<file path="src/rtl/hazard_ctrl_if.sv">
// Pipeline <-> hazard controller bundle: ID/EX/MEM hazard inputs, stall/flush/forward controls out.
// master = pipeline side, slave = hazard_ctrl.
interface hazard_ctrl_if #(
  parameter int CNT_W = 16
);
  logic [4:0]       id_rs;
  logic [4:0]       id_rt;
  logic [1:0]       id_uses;
  logic [4:0]       ex_rd;
  logic             ex_regwrite;
  logic             ex_memread;
  logic [4:0]       mem_rd;
  logic             mem_regwrite;
  logic             mem_memread;
  logic [1:0]       pc_src_req;
  logic             mem_busy;

  logic [1:0]       Frwd1_ID;
  logic [1:0]       Frwd2_ID;
  logic [1:0]       pc_src;
  logic             pc_en;
  logic             if_id_en;
  logic             if_id_flush;
  logic             id_ex_bubble;
  logic             hold_timeout;
  logic [CNT_W-1:0] stall_cnt;
  logic [CNT_W-1:0] flush_cnt;

  modport master (
    output id_rs, id_rt, id_uses, ex_rd, ex_regwrite, ex_memread,
           mem_rd, mem_regwrite, mem_memread, pc_src_req, mem_busy,
    input  Frwd1_ID, Frwd2_ID, pc_src, pc_en, if_id_en, if_id_flush,
           id_ex_bubble, hold_timeout, stall_cnt, flush_cnt
  );

  modport slave (
    input  id_rs, id_rt, id_uses, ex_rd, ex_regwrite, ex_memread,
           mem_rd, mem_regwrite, mem_memread, pc_src_req, mem_busy,
    output Frwd1_ID, Frwd2_ID, pc_src, pc_en, if_id_en, if_id_flush,
           id_ex_bubble, hold_timeout, stall_cnt, flush_cnt
  );
endinterface

</file>
<file path="src/rtl/hazard_ctrl.sv">
// 5-stage pipeline hazard unit: forwarding, load-use stall, redirect flush, memory-hold watchdog.
// Optional feature: define HAZARD_PERF_EN to build the saturating stall/flush counters.
module hazard_ctrl #(
  parameter logic [7:0] HOLD_MAX = 8'd255,
  parameter int         CNT_W    = 16
) (
  input  logic          clk,
  input  logic          reset_n,
  hazard_ctrl_if.slave  hz
);

  typedef enum logic {
    RUN  = 1'b0,
    HOLD = 1'b1
  } state_e;

  state_e     state_q;
  state_e     state_d;
  logic [7:0] hold_cnt_q;
  logic [7:0] hold_cnt_d;
  logic       hold_timeout_q;
  logic       hold_timeout_d;

  logic       load_use;
  logic       pc_en;
  logic       if_id_en;
  logic       if_id_flush;
  logic       id_ex_bubble;
  logic [1:0] pc_src;

  // Per-operand forwarding select and load-use detection; index 0 = rs, 1 = rt.
  genvar gi;
  generate
    for (gi = 0; gi < 2; gi++) begin : g_fwd
      logic [4:0] src;
      logic       used;
      logic       ex_hit;
      logic       mem_hit;
      logic       ld_hit;
      logic [1:0] sel;

      assign src     = (gi == 0) ? hz.id_rs : hz.id_rt;
      assign used    = hz.id_uses[gi];
      assign ex_hit  = used && (src != 5'd0) && (src == hz.ex_rd);
      assign mem_hit = used && (src != 5'd0) && (src == hz.mem_rd);
      assign ld_hit  = ex_hit && hz.ex_regwrite && hz.ex_memread;

      always_comb begin
        sel = 2'd0;
        if (ex_hit && hz.ex_regwrite && !hz.ex_memread) begin
          sel = 2'd1;
        end else if (mem_hit && hz.mem_regwrite) begin
          sel = hz.mem_memread ? 2'd3 : 2'd2;
        end
      end
    end
  endgenerate

  assign hz.Frwd1_ID = g_fwd[0].sel;
  assign hz.Frwd2_ID = g_fwd[1].sel;
  assign load_use    = g_fwd[0].ld_hit | g_fwd[1].ld_hit;

  // A frozen ID keeps presenting its redirect request, so gating it here defers rather than drops it.
  always_comb begin
    pc_en        = 1'b1;
    if_id_en     = 1'b1;
    if_id_flush  = 1'b0;
    id_ex_bubble = 1'b0;
    pc_src       = 2'd0;
    if (hz.mem_busy) begin
      pc_en    = 1'b0;
      if_id_en = 1'b0;
    end else if (load_use) begin
      pc_en        = 1'b0;
      if_id_en     = 1'b0;
      id_ex_bubble = 1'b1;
    end else begin
      pc_src      = hz.pc_src_req;
      if_id_flush = (hz.pc_src_req != 2'd0);
    end
  end

  assign hz.pc_en        = pc_en;
  assign hz.if_id_en     = if_id_en;
  assign hz.if_id_flush  = if_id_flush;
  assign hz.id_ex_bubble = id_ex_bubble;
  assign hz.pc_src       = pc_src;

  always_comb begin
    state_d        = state_q;
    hold_cnt_d     = 8'd0;
    hold_timeout_d = hold_timeout_q;
    case (state_q)
      RUN: begin
        if (hz.mem_busy) begin
          state_d    = HOLD;
          hold_cnt_d = 8'd1;
        end
      end
      HOLD: begin
        if (hz.mem_busy) begin
          hold_cnt_d = (hold_cnt_q >= HOLD_MAX) ? HOLD_MAX : hold_cnt_q + 8'd1;
        end else begin
          state_d = RUN;
        end
      end
      default: begin
        state_d = RUN;
      end
    endcase
    if (hz.mem_busy && (hold_cnt_d == HOLD_MAX)) begin
      hold_timeout_d = 1'b1;
    end
  end

  always_ff @(posedge clk or negedge reset_n) begin
    if (!reset_n) begin
      state_q        <= RUN;
      hold_cnt_q     <= 8'd0;
      hold_timeout_q <= 1'b0;
    end else begin
      state_q        <= state_d;
      hold_cnt_q     <= hold_cnt_d;
      hold_timeout_q <= hold_timeout_d;
    end
  end

  assign hz.hold_timeout = hold_timeout_q;

`ifdef HAZARD_PERF_EN
  logic [CNT_W-1:0] stall_cnt_q;
  logic [CNT_W-1:0] stall_cnt_d;
  logic [CNT_W-1:0] flush_cnt_q;
  logic [CNT_W-1:0] flush_cnt_d;

  always_comb begin
    stall_cnt_d = stall_cnt_q;
    flush_cnt_d = flush_cnt_q;
    if (!pc_en && (stall_cnt_q != {CNT_W{1'b1}})) begin
      stall_cnt_d = stall_cnt_q + {{(CNT_W-1){1'b0}}, 1'b1};
    end
    if (if_id_flush && (flush_cnt_q != {CNT_W{1'b1}})) begin
      flush_cnt_d = flush_cnt_q + {{(CNT_W-1){1'b0}}, 1'b1};
    end
  end

  always_ff @(posedge clk or negedge reset_n) begin
    if (!reset_n) begin
      stall_cnt_q <= '0;
      flush_cnt_q <= '0;
    end else begin
      stall_cnt_q <= stall_cnt_d;
      flush_cnt_q <= flush_cnt_d;
    end
  end

  assign hz.stall_cnt = stall_cnt_q;
  assign hz.flush_cnt = flush_cnt_q;
`else
  assign hz.stall_cnt = '0;
  assign hz.flush_cnt = '0;
`endif

endmodule

</file>
<file path="src/flat_wrapper.sv">
// flat-port wrapper written by rule: the top's interface ports become plain ports
module hazard_ctrl_flat 
#(
  parameter logic [7:0] HOLD_MAX = 8'd255,
  parameter int         CNT_W    = 16
)
  (clk, reset_n, hz_id_rs, hz_id_rt, hz_id_uses, hz_ex_rd, hz_ex_regwrite, hz_ex_memread, hz_mem_rd, hz_mem_regwrite, hz_mem_memread, hz_pc_src_req, hz_mem_busy, hz_Frwd1_ID, hz_Frwd2_ID, hz_pc_src, hz_pc_en, hz_if_id_en, hz_if_id_flush, hz_id_ex_bubble, hz_hold_timeout, hz_stall_cnt, hz_flush_cnt);
  hazard_ctrl_if #(.CNT_W(CNT_W)) hz_i ();
  input  logic clk;
  input  logic reset_n;
  input wire logic [$bits(hz_i.id_rs)-1:0] hz_id_rs;
  input wire logic [$bits(hz_i.id_rt)-1:0] hz_id_rt;
  input wire logic [$bits(hz_i.id_uses)-1:0] hz_id_uses;
  input wire logic [$bits(hz_i.ex_rd)-1:0] hz_ex_rd;
  input wire logic [$bits(hz_i.ex_regwrite)-1:0] hz_ex_regwrite;
  input wire logic [$bits(hz_i.ex_memread)-1:0] hz_ex_memread;
  input wire logic [$bits(hz_i.mem_rd)-1:0] hz_mem_rd;
  input wire logic [$bits(hz_i.mem_regwrite)-1:0] hz_mem_regwrite;
  input wire logic [$bits(hz_i.mem_memread)-1:0] hz_mem_memread;
  input wire logic [$bits(hz_i.pc_src_req)-1:0] hz_pc_src_req;
  input wire logic [$bits(hz_i.mem_busy)-1:0] hz_mem_busy;
  output wire logic [$bits(hz_i.Frwd1_ID)-1:0] hz_Frwd1_ID;
  output wire logic [$bits(hz_i.Frwd2_ID)-1:0] hz_Frwd2_ID;
  output wire logic [$bits(hz_i.pc_src)-1:0] hz_pc_src;
  output wire logic [$bits(hz_i.pc_en)-1:0] hz_pc_en;
  output wire logic [$bits(hz_i.if_id_en)-1:0] hz_if_id_en;
  output wire logic [$bits(hz_i.if_id_flush)-1:0] hz_if_id_flush;
  output wire logic [$bits(hz_i.id_ex_bubble)-1:0] hz_id_ex_bubble;
  output wire logic [$bits(hz_i.hold_timeout)-1:0] hz_hold_timeout;
  output wire logic [$bits(hz_i.stall_cnt)-1:0] hz_stall_cnt;
  output wire logic [$bits(hz_i.flush_cnt)-1:0] hz_flush_cnt;
  assign hz_i.id_rs = hz_id_rs;
  assign hz_i.id_rt = hz_id_rt;
  assign hz_i.id_uses = hz_id_uses;
  assign hz_i.ex_rd = hz_ex_rd;
  assign hz_i.ex_regwrite = hz_ex_regwrite;
  assign hz_i.ex_memread = hz_ex_memread;
  assign hz_i.mem_rd = hz_mem_rd;
  assign hz_i.mem_regwrite = hz_mem_regwrite;
  assign hz_i.mem_memread = hz_mem_memread;
  assign hz_i.pc_src_req = hz_pc_src_req;
  assign hz_i.mem_busy = hz_mem_busy;
  assign hz_Frwd1_ID = hz_i.Frwd1_ID;
  assign hz_Frwd2_ID = hz_i.Frwd2_ID;
  assign hz_pc_src = hz_i.pc_src;
  assign hz_pc_en = hz_i.pc_en;
  assign hz_if_id_en = hz_i.if_id_en;
  assign hz_if_id_flush = hz_i.if_id_flush;
  assign hz_id_ex_bubble = hz_i.id_ex_bubble;
  assign hz_hold_timeout = hz_i.hold_timeout;
  assign hz_stall_cnt = hz_i.stall_cnt;
  assign hz_flush_cnt = hz_i.flush_cnt;
  hazard_ctrl #(.HOLD_MAX(HOLD_MAX), .CNT_W(CNT_W)) u_core (.clk(clk), .reset_n(reset_n), .hz(hz_i));
endmodule
</file>
<file path="config.mk">
export PLATFORM = sky130hd
export DESIGN_NAME = hazard_ctrl_flat
export DESIGN_NICKNAME = d
export VERILOG_FILES = /design/src/rtl/hazard_ctrl_if.sv /design/src/rtl/hazard_ctrl.sv /design/src/flat_wrapper.sv
export SDC_FILE = /design/constraint.sdc
export NUM_CORES = 1
export LEC_CHECK = 0
export ABC_AREA = 1
export CAP_MARGIN = 20
export CORE_UTILIZATION = 32
export DETAILED_ROUTE_END_ITERATION = 7
export PLACE_DENSITY = 0.79
export SYNTH_ARGS = -nofsm -noshare
export SYNTH_HDL_FRONTEND = slang
export SYNTH_SLANG_ARGS = --single-unit
</file>
<file path="constraint.sdc">
create_clock -name clk -period 4.7 [get_ports clk]
set_input_delay 1.175 -clock clk [delete_from_list [all_inputs] [get_ports clk]]
set_output_delay 1.175 -clock clk [all_outputs]
set_load 0.03 [all_outputs]
</file>
==> results by group, run 1 <==
Drt
  • Average wire per standard cell: 9.575 um
  • Drt drc: 0
  • DRT iter0 DRCs: 47
  • Antenna Nets Post-Route: 0
  • Routed WL: 2748 um
  • Via count: between 1000 and 1500
  • Via density: 4.164
  • Router iterations before antenna repair: 5

Floorplan
  • Initial Utilization: 33.48%
  • Core ar.: 3689 um^2
  • I/O pins: 74
  • Standard-cell rows: 22
  • Die area: 4111 um^2
  • DIE WIDTH: 64.12 um
  • Die Y: 64.12 um

Clock tree
  • Number of CTS-inserted buffers: 3
  • CTS Root Cell: clkbuf_8
  • Post-CTS setup buffers: 0
  • # hold bufs at CTS: 0
  • # H-tree levels: 1
  • Clock Sinks: 10
  • Clk buf depth: 2
  • Post-cts resize count: 0
  • CTS tree: yes
  • Clock Latency Late Sink: 0.23 ns
  • Clock transition at path regs: around 0.040 ns

Worst hold path
  • Hold EP: u_core.hz.hold_timeout
  • Min-delay src: u_core.hz.hold_timeout
  • Worst min-delay path class: flop to flop
  • Hold depth: 2

Place
  • Gpl congestion: 0.8656
  • Port-buffer cells: 41
  • HPWL Detailed: 2296 um

Power
  • Final Power: between 200 and 300 uW
  • Switching Fraction: 35.88%
  • Proportion of power drawn by the clock network: 30.5%
  • Leak Pwr: 0.8262 nW
  • Pint: 184.4 uW
  • PwrDens: 179.3 nW/um^2
  • Combinational Power Share: 38.4%
  • Peak VDD IR: 0.00007397 V
  • Flop pwr share: 31.1%
  • Net Sw Power: 103.2 uW

Global route
  • GRT Residual Overflow: 0
  • Largest net degree at the start of global routing: 12
  • Vias in the first global route: roughly 1100
  • Total track usage: about 14%
  • Global-route wire length before repair: between 4000 and 5000 um
  • Antenna violations before repair: 0

Logic synthesis
  • Synth unique cells: 21
  • Post-Syn Area per Cell: 6.237 um^2
  • Share of Yosys cell area claimed by the top area cell type: 20.26%
  • Yosys warns: 0
  • Post-Syn Area: 1235 um^2
  • Register area share after synthesis: 20.26%
  • #FFs+latches synth: 10
  • Synth area leaders: dfrtp_1 20%, buf_4 20%, nand2_1 13%
  • Synth Instances: 198
  • Synth area leader: dfrtp_1

Timing
  • Final hold vios: 0
  • Setup violators final: 0
  • Part of the cycle the worst path needs: 91.71%
  • Clk_skew: 0.001421 ns
  • Setup TNS: 0 ns
  • FMAX: 232.0 MHz
  • Slew Limit Fails: 0
  • RSZ-0062 raised after global routing: false
  • Fin crit period: 4.311 ns

Critical path
  • Setup CP Type: primary input to output pin
  • FF-to-FF End: u_core.hz.hold_timeout
  • CP Launch Point: hz_id_rs[2]
  • Worst Path Arrival: 3.14 ns
  • Critical path peak fanout: 4
  • RR Startpoint: u_core.hold_cnt_q[0]
  • Reg2Reg Setup Slack: 3.18 ns
  • R2r worst-path depth: 9
  • Crit. End Element: output pin
  • Crit path launch type: primary input
  • CP required: 3.52 ns

Finish
  • # fillers: roughly 400
  • Area growth syn-to-layout: 29.89%
  • Layout Nets: between 200 and 300
  • Layout cell share with drive strength beyond 1: 3.347%
  • # diodes: 0
  • Most common cell after layout, fill and taps aside: nand2_1
  • Area of the multi-input gates: 718.2 um^2
  • FF+latch area: 250.2 um^2
  • Commonest non-fill, non-tap cells in the layout: 44 x nand2_1, 41 x clkdlybuf4s50_1, 32 x inv_1, 32 x conb_1, 22 x nor2_1

Status
  • Outcome: complete, no violations

Flow run
  • Max Cap Violations: 0
## how the worst max path moves through the flow
stage | end | slack, ns | cells after the start
4_1_cts | hz_pc_src[0] | 0.39 | 9
5_1_grt | hz_pc_src[0] | 0.25 | 9
3_3_place_gp | hz_pc_src[0] | 0.43 | 9
2_1_floorplan | hz_id_ex_bubble | 1.36 | 7
3_5_place_dp | hz_pc_src[1] | 0.41 | 9
6_report | hz_pc_src[0] | 0.39 | 9
## layer usage
metal	part of all wire, %	track usage (%)	vias up
met2	49	24.20	41
met3	5.6	2.679	9
met1	43	16.56	521
met4	2.1	5.278	0
met5	0	0	-
li1	-	-	624
## critical path, cell delays in order
cell             delay [ns]
clkdlybuf4s50_1        0.48
nor2_1                 0.15
nand3_1                0.10
nand2_1                0.10
inv_1                  0.06
nand4_1                0.13
nand3_1                0.15
nor2_1                 0.11
clkdlybuf4s50_1        0.68
## kinds of logic (layout without fill, tap and decap cells)
logic type / count (synthesis) / count (layout) / synth area share, %
buf+inv: 67 / 77 / 31.00
fa+ha+maj: 1 / 1 / 1.013
xor+xnor: 12 / 12 / 8.511
simple gates: 94 / 94 / 33.33
compound gates: 13 / 13 / 5.572
flops: 10 / 10 / 20.26
other cells: 1 / 32 / 0.3037
## final cells by class
type	instances	area share, %
inverter	33	7.722
sequential	10	15.60
timing repair buffer	41	25.59
multi-input combinational	152	44.77
clock buffer	3	2.574
tap	48	3.744
## power groups by stage
stage | clock, mW | combinational (mW) | sequential [mW]
floorplan | 0 | 0.0879 | 0.0903
global placement | 0 | 0.110 | 0.0905
detailed placement | 0 | 0.110 | 0.0906
CTS | 0.0873 | 0.111 | 0.0893
global route | 0.0918 | 0.120 | 0.0895
finish | 0.0877 | 0.111 | 0.0894
## Yosys cell counts
cell type,n
nand2_1,44
a21oi_1,5
buf_6,1
nand2_2,2
nand3b_1,1
nor2_1,22
a31oi_1,3
nand4_1,6
inv_2,1
nand3_2,1
dfrtp_1,10
nand3_1,15
ha_1,1
o21ai_0,5
buf_4,33
nor3_1,2
xnor2_1,10
nor2_4,1
conb_1,1
inv_1,32
xor2_1,2
## stage by stage
stage | instances | area [um^2] | setup slack, ns | util [%] | hold WS, ns
after global placement | 284 | 1563 | 0.4277 | 42.37 | 0.4483
after CTS | 287 | 1604 | 0.3944 | 43.49 | 0.4621
after floorplan | 229 | 1351 | 1.355 | - | 0.5102
after global routing | 287 | 1604 | 0.2460 | 43.49 | 0.4948
final | 287 | 1604 | 0.3895 | 43.49 | 0.4579
after detailed placement | 284 | 1563 | 0.4064 | 42.37 | 0.4490
## flip-flops by register name, summed over array words and instances, names as in the netlist
name and count:
u_core.hold_cnt_q 8, u_core.hz.hold_timeout 1, u_core.state_q 1
(Power assumes the default switching activity.)
==> inputs of run 2 (changes only) <==
--- a/config.mk
+++ b/config.mk
@@ -6,8 +6,11 @@
 export NUM_CORES = 1
 export LEC_CHECK = 0
 export ABC_AREA = 1
+export ABC_CLOCK_PERIOD_IN_PS = 4700
 export CAP_MARGIN = 20
+export CORE_ASPECT_RATIO = 0.7
 export CORE_UTILIZATION = 32
+export CTS_BUF_LIST = sky130_fd_sc_hd__clkbuf_8 sky130_fd_sc_hd__clkbuf_16
 export DETAILED_ROUTE_END_ITERATION = 7
 export PLACE_DENSITY = 0.79
 export SYNTH_ARGS = -nofsm -noshare
==> run 2 against run 1 <==
  * Clock power rose by 24%
  * Combinational power barely moved
  * Critical path type unchanged
  * First-iteration DRC count increased by 49%
==> results by group, run 2 (same netlist as run 1, synthesis figures left out) <==
Timing
  • FMAX: 228.8 MHz (was 232.0 MHz)
  • Setup violators final: 0 (unchanged)
  • Slew Limit Fails: 0 (unchanged)
  • Final hold vios: 0 (unchanged)
  • RSZ-0062 raised after global routing: false (unchanged)
  • Clk_skew: 0.001940 ns (was 0.001421 ns)
  • Setup TNS: 0 ns (unchanged)
  • Fin crit period: 4.371 ns (was 4.311 ns)
  • Part of the cycle the worst path needs: 93.00% (was 91.71%)

Finish
  • # fillers: 372 (was 401)
  • Area growth syn-to-layout: 31.21% (was 29.89%)
  • Commonest non-fill, non-tap cells in the layout: 44 x nand2_1, 41 x clkdlybuf4s50_1, 32 x inv_1, 32 x conb_1, 22 x nor2_1 (unchanged)
  • Largest register FFs: 8 (unchanged)
  • Biggest register: u_core.hold_cnt_q (unchanged)
  • FF+latch area: 250.2 um^2 (unchanged)
  • Layout cell share with drive strength beyond 1: 3.750% (was 3.347%)
  • # diodes: 0 (unchanged)
  • Most common cell after layout, fill and taps aside: nand2_1 (unchanged)
  • Area of the multi-input gates: 718.2 um^2 (unchanged)
  • Layout Nets: 273 (unchanged)

Place
  • Gpl congestion: 0.8264 (was 0.8656)
  • Port-buffer cells: 41 (unchanged)
  • HPWL Detailed: 2465 um (was 2296 um)

Power
  • Flop pwr share: 28.9% (was 31.1%)
  • Net Sw Power: 107.7 uW (was 103.2 uW)
  • Final Power: 309.8 uW (was 287.6 uW)
  • Switching Fraction: 34.75% (was 35.88%)
  • Leak Pwr: 0.8334 nW (was 0.8262 nW)
  • Combinational Power Share: 36.0% (was 38.4%)
  • Pint: 202.1 uW (was 184.4 uW)
  • PwrDens: 191.2 nW/um^2 (was 179.3 nW/um^2)
  • Proportion of power drawn by the clock network: 35.1% (was 30.5%)
  • Peak VDD IR: 0.0001200 V (was 0.00007397 V)

Critical path
  • CP required: 3.52 ns (about the same)
  • Crit. End Element: output pin (unchanged)
  • Crit path launch type: primary input (unchanged)
  • Worst Path Arrival: 3.20 ns (was 3.14 ns)
  • Setup CP Type: primary input to output pin (unchanged)
  • Critical path peak fanout: 4 (unchanged)

Drt
  • Average wire per standard cell: 9.931 um (was 9.575 um)
  • Drt drc: 0 (unchanged)
  • Router iterations before antenna repair: 4 (was 5)
  • Via density: 4.172 (was 4.164)
  • Antenna Nets Post-Route: 0 (unchanged)
  • Via count: 1210 (was 1195)
  • DRT iter0 DRCs: 70 (was 47)
  • Routed WL: 2880 um (was 2748 um)

Clock tree
  • Post-CTS setup buffers: 0 (unchanged)
  • # hold bufs at CTS: 0 (unchanged)
  • CTS tree: yes (unchanged)
  • Number of CTS-inserted buffers: 3 (unchanged)
  • Clock Sinks: 10 (unchanged)
  • Clk buf depth: 2 (unchanged)
  • Post-cts resize count: 0 (unchanged)
  • Clock Latency Late Sink: 0.24 ns (was 0.23 ns)
  • Clock transition at path regs: 0.05 ns (was 0.04 ns)
  • CTS Root Cell: clkbuf_8 (unchanged)
  • # H-tree levels: 1 (unchanged)

Floorplan
  • DIE WIDTH: 76.25 um (was 64.12 um)
  • I/O pins: 74 (unchanged)
  • Initial Utilization: 34.27% (was 33.48%)
  • Core ar.: 3603 um^2 (was 3689 um^2)
  • Die area: 4116 um^2 (was 4111 um^2)
  • Standard-cell rows: 18 (was 22)
  • Die Y: 53.98 um (was 64.12 um)

Flow run
  • Max Cap Violations: 0 (unchanged)

Global route
  • Largest net degree at the start of global routing: 12 (unchanged)
  • Global-route wire length before repair: 4781 um (was 4540 um)
  • GRT Residual Overflow: 0 (unchanged)
  • Total track usage: 14.80% (was 13.82%)
  • Antenna violations before repair: 0 (unchanged)
  • Vias in the first global route: 1109 (was 1108)

Worst hold path
  • Worst min-delay path class: flop to flop (unchanged)

Status
  • Outcome: complete, no violations (unchanged)
## run 2: changes by cell type in the layout (fill, tap and decap cells not counted), sizes merged
cell / previous run / this run
clkbuf: 3 / 4
## run 2: final timing paths
kind	depth (start not counted)	end	slack [ns]	start
min in group asynchronous	1	u_core.hold_cnt_q[7]	1.26	reset_n
max in group asynchronous	1	u_core.state_q	3.12	reset_n
worst max-delay path	8	hz_Frwd1_ID[1]	0.33	hz_id_rs[2]
worst max register to register	9	u_core.hz.hold_timeout	3.16	u_core.hold_cnt_q[0]
worst min-delay path	2	u_core.hz.hold_timeout	0.48	u_core.hz.hold_timeout
worst min register to register	2	u_core.hz.hold_timeout	0.48	u_core.hz.hold_timeout
## run 2: power groups by stage
stage | sequential, mW | combinational, mW | clock [mW]
3_3_place_gp | 0.0905 | 0.110 | 0
5_1_grt | 0.0895 | 0.121 | 0.116
3_5_place_dp | 0.0909 | 0.111 | 0
2_1_floorplan | 0.0903 | 0.0879 | 0
6_report | 0.0894 | 0.112 | 0.109
4_1_cts | 0.0894 | 0.111 | 0.113
## run 2: critical path, cell delays in order
cell and delay, ns:
clkdlybuf4s50_1 0.57, nor2_1 0.08, nand3_1 0.08, nand2_1 0.07, nor3_1 0.37, nand2_1 0.10, inv_1 0.07, clkdlybuf4s50_1 0.68
## run 2: layout make-up
class | count | area share (%)
multi-input combinational | 152 | 44.32
sequential | 10 | 15.44
tap | 50 | 3.861
clock buffer | 4 | 3.398
timing repair buffer | 41 | 25.33
inverter | 33 | 7.645
## run 2: metrics by stage
stage,utilization [%],cell area [um^2],std cells,hold WS [ns],setup slack [ns]
after floorplan,-,1351,229,0.5102,1.355
after CTS,44.97,1620,290,0.4848,0.3530
after global routing,44.97,1620,290,0.5083,0.2044
after global placement,43.44,1565,286,0.4480,0.4125
after detailed placement,43.44,1565,286,0.4714,0.3514
final,44.97,1620,290,0.4792,0.3290
## run 2: layer usage
metal / share of wire [%] / track usage (%) / up-vias
li1: - / - / 632
met1: 48 / 19.52 / 533
met2: 46 / 25.68 / 43
met3: 6.3 / 2.881 / 2
met4: 0.14 / 2.885 / 0
met5: 0 / 0 / -
